==> config.mk <==
export PLATFORM = sky130hd
export DESIGN_NAME = dmem_access_ctrl
export DESIGN_NICKNAME = d
export VERILOG_FILES = /design/src/rtl/dmem_access_ctrl.sv
export SDC_FILE = /design/constraint.sdc
export NUM_CORES = 1
export LEC_CHECK = 0
export ABC_CLOCK_PERIOD_IN_PS = 2500
export CAP_MARGIN = 20
export CORE_MARGIN = 2
export CORE_UTILIZATION = 44
export CTS_BUF_LIST = sky130_fd_sc_hd__clkbuf_8
export CTS_CLUSTER_SIZE = 24
export DETAILED_ROUTE_END_ITERATION = 10
export PLACE_DENSITY = 0.89
export SYNTH_ARGS = -nofsm -noshare
export SYNTH_HDL_FRONTEND = slang
export SYNTH_SLANG_ARGS = --single-unit
==> constraint.sdc <==
create_clock -name clk -period 2.5 [get_ports clk]
set_input_delay 0.5 -clock clk [delete_from_list [all_inputs] [get_ports clk]]
set_output_delay 0.5 -clock clk [all_outputs]
set_load 0.01 [all_outputs]
==> src/rtl/dmem_access_ctrl.sv <==
// MEM-stage data-memory access sequencer.
// Turns the EX/MEM access fields into one req/ack transaction on the data
// port, holds the pipeline with `stall` until the access resolves, and
// aligns/extends load data for write-back. Illegal accesses are flagged and
// never reach the bus; a missing ack is abandoned after TIMEOUT WAIT cycles.
//
// Handshake: dmem_req rises at the edge leaving IDLE and stays high, with
// dmem_we/addr/be/wdata frozen, for every WAIT cycle. A transfer completes on
// the first WAIT cycle where dmem_ack=1 (dmem_rdata valid in that same cycle);
// dmem_req drops at that edge. dmem_ack is ignored in IDLE and DONE.
module dmem_access_ctrl #(
    parameter int TIMEOUT = 16
) (
    input  logic        clk,
    input  logic        rst,
    input  logic        memRead,
    input  logic        memWrite,
    input  logic [2:0]  fnc3,
    input  logic [31:0] addr,
    input  logic [31:0] wdata,
    output logic        dmem_req,
    output logic        dmem_we,
    output logic [31:0] dmem_addr,
    output logic [3:0]  dmem_be,
    output logic [31:0] dmem_wdata,
    input  logic        dmem_ack,
    input  logic [31:0] dmem_rdata,
    output logic        stall,
    output logic [31:0] load_data,
    output logic        load_valid,
    output logic        misalign,
    output logic        bus_err,
    output logic [1:0]  dbg_state
);

    localparam int CW = $clog2(TIMEOUT);
    localparam logic [CW-1:0] CNT_LAST = CW'(TIMEOUT - 1);

    typedef enum logic [1:0] {
        S_IDLE = 2'd0,
        S_WAIT = 2'd1,
        S_DONE = 2'd2
    } state_t;

    state_t        state;
    logic [CW-1:0] cnt;
    logic [1:0]    lat_lo;     // byte offset captured at request
    logic [2:0]    lat_fnc3;   // size code captured at request

    logic          acc;
    logic          size_ok;
    logic          align_ok;
    logic          legal;
    logic [3:0]    be_next;
    logic [31:0]   wdata_next;
    logic [31:0]   shifted;
    logic [31:0]   load_ext;

    // Decode legality, byte enables and store lane replication for the
    // access currently presented by the EX/MEM register.
    always_comb begin
        acc        = memRead | memWrite;
        size_ok    = 1'b0;
        align_ok   = 1'b1;
        be_next    = 4'b1111;
        wdata_next = wdata;
        case (fnc3)
            3'b000, 3'b001, 3'b010: size_ok = 1'b1;
            3'b100, 3'b101:         size_ok = ~memWrite;  // unsigned codes are load-only
            default:                size_ok = 1'b0;
        endcase
        case (fnc3[1:0])
            2'b00: begin
                be_next    = 4'b0001 << addr[1:0];
                wdata_next = {4{wdata[7:0]}};
            end
            2'b01: begin
                align_ok   = ~addr[0];
                be_next    = 4'b0011 << addr[1:0];
                wdata_next = {2{wdata[15:0]}};
            end
            default: begin
                align_ok   = (addr[1:0] == 2'b00);
                be_next    = 4'b1111;
                wdata_next = wdata;
            end
        endcase
        legal = size_ok & align_ok;
    end

    // Move the addressed lane to bit 0 and extend according to the captured size code.
    always_comb begin
        shifted  = dmem_rdata >> {lat_lo, 3'b000};
        load_ext = shifted;
        case (lat_fnc3)
            3'b000:  load_ext = {{24{shifted[7]}}, shifted[7:0]};
            3'b001:  load_ext = {{16{shifted[15]}}, shifted[15:0]};
            3'b100:  load_ext = {24'd0, shifted[7:0]};
            3'b101:  load_ext = {16'd0, shifted[15:0]};
            default: load_ext = shifted;
        endcase
    end

    // Stall from the cycle a legal access appears until the ack/timeout edge;
    // DONE releases so the pipeline advances without re-issuing.
    assign stall     = rst & (((state == S_IDLE) & acc & legal) | (state == S_WAIT));
    assign dbg_state = state;

    // Access sequencer with registered bus fields and result pulses.
    always_ff @(posedge clk) begin
        if (!rst) begin
            state      <= S_IDLE;
            cnt        <= '0;
            lat_lo     <= 2'b00;
            lat_fnc3   <= 3'b000;
            dmem_req   <= 1'b0;
            dmem_we    <= 1'b0;
            dmem_addr  <= 32'd0;
            dmem_be    <= 4'd0;
            dmem_wdata <= 32'd0;
            load_data  <= 32'd0;
            load_valid <= 1'b0;
            misalign   <= 1'b0;
            bus_err    <= 1'b0;
        end else begin
            load_valid <= 1'b0;
            misalign   <= 1'b0;
            bus_err    <= 1'b0;
            case (state)
                S_IDLE: begin
                    if (acc) begin
                        if (legal) begin
                            dmem_req   <= 1'b1;
                            dmem_we    <= memWrite;
                            dmem_addr  <= {addr[31:2], 2'b00};
                            dmem_be    <= be_next;
                            dmem_wdata <= wdata_next;
                            lat_lo     <= addr[1:0];
                            lat_fnc3   <= fnc3;
                            cnt        <= '0;
                            state      <= S_WAIT;
                        end else begin
                            misalign <= 1'b1;
                            state    <= S_DONE;
                        end
                    end
                end
                S_WAIT: begin
                    if (dmem_ack) begin
                        // ack is checked first so it wins over a coincident timeout
                        dmem_req <= 1'b0;
                        if (!dmem_we) begin
                            load_data  <= load_ext;
                            load_valid <= 1'b1;
                        end
                        state <= S_DONE;
                    end else if (cnt == CNT_LAST) begin
                        dmem_req <= 1'b0;
                        bus_err  <= 1'b1;
                        state    <= S_DONE;
                    end else begin
                        cnt <= cnt + CW'(1);
                    end
                end
                S_DONE: begin
                    state <= S_IDLE;
                end
                default: begin
                    state <= S_IDLE;
                end
            endcase
        end
    end

endmodule

==> flow_summary.yaml, run 1 <==
run_status:
  outcome: "completed"
hold_path:
  hold_class: "flop to flop"
  hp-start: "dmem_addr[3]$_SDFFE_PN0P_"
timing:
  slew_headroom_pct: 39.8
  setup_ws_ps: 71.3
  period_minus_slack_ps: 2430
  tightest_slew_ps: 904
  fmax_mhz: 412
  setup_viol: 0
  rsz0062_at_grt: "false"
  finalMaxSlewViolations: 0
  skew_ps: 9.77
  hold_viol: 0
  tns_ps: 0
  finalCritPeriodShare_pct: 97.1
  holdWs_ps: 457
layout:
  final_cell_area_sq_um: 7870
  final_util_pct: 69.5
  area_delta_synth_final_pct: 55.4
  layout_common_cells: "clkdlybuf4s50_1 (207), nand2_1 (135), dfxtp_1 (114), a21oi_1 (105), o21ai_0 (34)"
  final_common_cell: "clkdlybuf4s50_1"
  fill_cells: 883
  drive_gt1_share_pct: 11.6
  antenna_cells: 0
  layout.nets: 920
  final_cell_count_no_fill: 971
critical_path:
  worstSetupEndpoint: "dmem_wdata[5]$_SDFFE_PN0P_"
  path_delay_family: "buffers and inverters"
  setup.worst_path.start_class: "input port"
  timing.rr.end: "load_data[16]$_SDFFE_PN0P_"
  critPathMostFrequentCell: "buf_4"
  crit_slowest_cell: "or4_4"
  path_depth: 8
  cp.arrival_ps: 2790
  rr_worst_depth: 5
  max_stage_delay_ps: 540
  critPathMaxFanout: 30
  rrSetupSlack_ps: 430
  critPathLaunch: "addr[1]"
  worstSetupPathType: "input port to flop"
  reg2reg_from: "lat_lo[0]$_SDFFE_PN0P_"
  crit_chain: "clkdlybuf4s50_1 > buf_4 > or4_4 > a2111oi_4 > buf_4 > buf_8 > nand2_1 > a21oi_1"
  critPathCaptureType: "flop"
  required_ps: 2860
  path_buf_inv: 4
power_and_ir_drop:
  p_leak_nw: 2.86
  seqPwrFrac_pct: 40.2
  pwr-share-clk_pct: 39.8
  ir_worst_vdd_mv: 0.503
  p_sw_mw: 1.32
  p_int_mw: 3.65
  power_mw: 4.97
  combPwrFrac_pct: 20.0
  pwr_density_cell_nw_per_um2: 631
  switching_share_pct: 26.5
floorplan:
  fp-row-count: 39
  die_x_um: 111
  dieArea_sq_um: 12400
  core_sq_um: 11300
  initial_core_util_pct: 44.7
  ioPinCount: 212
  fp.dieH_um: 111
cts:
  clk_pin_slew_ps: 80
  htreeDepth: 4
  cts_root_buf: "clkbuf_8"
  cts_buffers: 17
  hold_buffers: 0
  cts.sinks: 114
  clockBufferDepth: 2
  cts_tree: "built"
  clk_latency_ps: 450
placement:
  portBuffers: 209
  gp_congestion: 0.892
  dpl-instance-area_sq_um: 7350
  dp.cells: 936
  post-place-ws_ps: -346
  place_hpwl_um: 11700
synthesis:
  synth_area_sq_um: 5060
  async_reset_ff_share_pct: 0
  synth_edf_count: 0
  synth_area_per_cell_sq_um: 8.33
  syn_inst: 608
  ys_ff_latch: 114
  dominantRegCellSynth: "dfxtp_1"
  ys_types: 47
  yosysSeqAreaShare_pct: 45.1
  yosysWarnings: 0
global_routing:
  grt_max_degree: 86
  grt_overflow: 0
  grt_pass1_vias: 5291
  antenna_found_initial: 0
  grt_usage_pct: 26.0
  grt_pass1_wl_um: 26000
routing:
  viasPerCell: 5.52
  drc: 0
  drt-pass1-iter-count: 6
  wl_met1_um: 6430
  dr_wl_met2_um: 8220
  drt-total-wl_um: 16400
  ant_nets: 0
  vias: 5360
  drt_iter0_markers: 494
  wl_per_cell_um: 16.8
  met3WireLength_um: 1300
  top_layer_used: "met4"
run:
  maxCapViolations: 0
==> Yosys cell counts (3+ instances only) <==
cell type | n | area, sq um
a211oi_2 | 9 | 113
nand2_1 | 135 | 507
o211ai_1 | 16 | 120
a311oi_1 | 10 | 87.6
a21oi_1 | 106 | 531
and3_1 | 3 | 18.8
o21ai_0 | 34 | 170
o2bb2ai_1 | 7 | 61.3
nor3_1 | 3 | 15.0
buf_2 | 3 | 15.0
nor2_1 | 33 | 124
dfxtp_1 | 114 | 2280
nor2b_1 | 5 | 31.3
mux2_2 | 10 | 113
buf_4 | 8 | 60.1
clkbuf_1 | 33 | 124
mux2i_1 | 33 | 330
nand3_1 | 3 | 15.0
a211oi_1 | 3 | 22.5
buf_6 | 3 | 33.8
buf_1 | 6 | 22.5
==> layout make-up <==
class / count / area (sq um) / area share [%]
Timing Repair Buffer: 240 / 2380 / 30.2
Clock inverter: 14 / 211 / 2.69
Sequential cell: 114 / 2280 / 29.0
Inverter: 4 / 15.0 / 0.191
Tap cell: 143 / 179 / 2.27
Clock buffer: 18 / 248 / 3.15
Multi-Input combinational cell: 438 / 2550 / 32.5
==> cells by family (layout without fill, tap and decap cells) <==
group / after synthesis / in the layout / synth area share, %
mux: 44 / 44 / 9.19
simple gates: 193 / 193 / 15.7
compound gates: 198 / 198 / 24.4
other cells: 1 / 2 / 0.0740
flops: 114 / 114 / 45.1
buf+inv: 57 / 276 / 5.34
fa+ha+maj: 1 / 1 / 0.247
==> per-layer routing <==
layer,GRT usage (%),vias up
met5,0,-
met4,11.0,0
met3,7.93,38
met2,44.8,252
met1,29.8,2522
li1,-,2548
==> how the worst min path moves through the flow <==
| stage | end | slack [ps] | cells past startpoint |
|---|---|---|---|
| finish | dmem_addr[3]$_SDFFE_PN0P_ | 460 | 2 |
| detailed placement | dmem_addr[3]$_SDFFE_PN0P_ | 450 | 2 |
| global placement | dmem_addr[24]$_SDFFE_PN0P_ | 440 | 2 |
| floorplan | cnt[3]$_SDFFE_PN0P_ | 450 | 2 |
| global route | dmem_addr[3]$_SDFFE_PN0P_ | 480 | 2 |
| CTS | dmem_addr[3]$_SDFFE_PN0P_ | 460 | 2 |
==> worst min-delay path, stage by stage, from the launching register on <==
cell and delay (ps):
dfxtp_1 310, nand2_1 50, a21oi_1 50
==> state kept, by name, indices dropped and copies added, names as in the netlist <==
name,flops
load_data,32
lat_lo,2
dmem_addr,30
lat_fnc3,3
cnt,4
load_valid,1
dmem_wdata,32
misalign,1
bus_err,1
dmem_be,4
dmem_we,1
dbg_state,2
dmem_req,1
==> timing repair <==
action                     CTS  global route
gates resized for setup      6             3
buffers inserted             0             2
setup endpoints to repair    1            16
cloned                       0             1
pin swaps                    1             2
==> power groups by stage <==
stage          sequential (mW)  combinational, mW  clock [mW]
3_3_place_gp              2.03              0.941           0
6_report                  2.00              0.993        1.98
2_1_floorplan             2.07              0.410           0
3_5_place_dp              2.04              0.967           0
5_1_grt                   2.01               1.07        2.09
4_1_cts                   2.00              0.977        2.00
Power figures use the tool's default switching activity.
==> run 2, diff against run 1 <==
SKIP_LAST_GASP = 1   (was default)
==> results of run 2 <==
Same layout as run 1: the final DEF is identical, and so are final timing and power.
==> run 3, diff against run 2 <==
CTS_CLUSTER_DIAMETER = 30   (was default)
TNS_END_PERCENT = 100   (was default)
==> results of run 3 <==
Same layout as run 1: the final DEF is identical, and so are final timing and power.
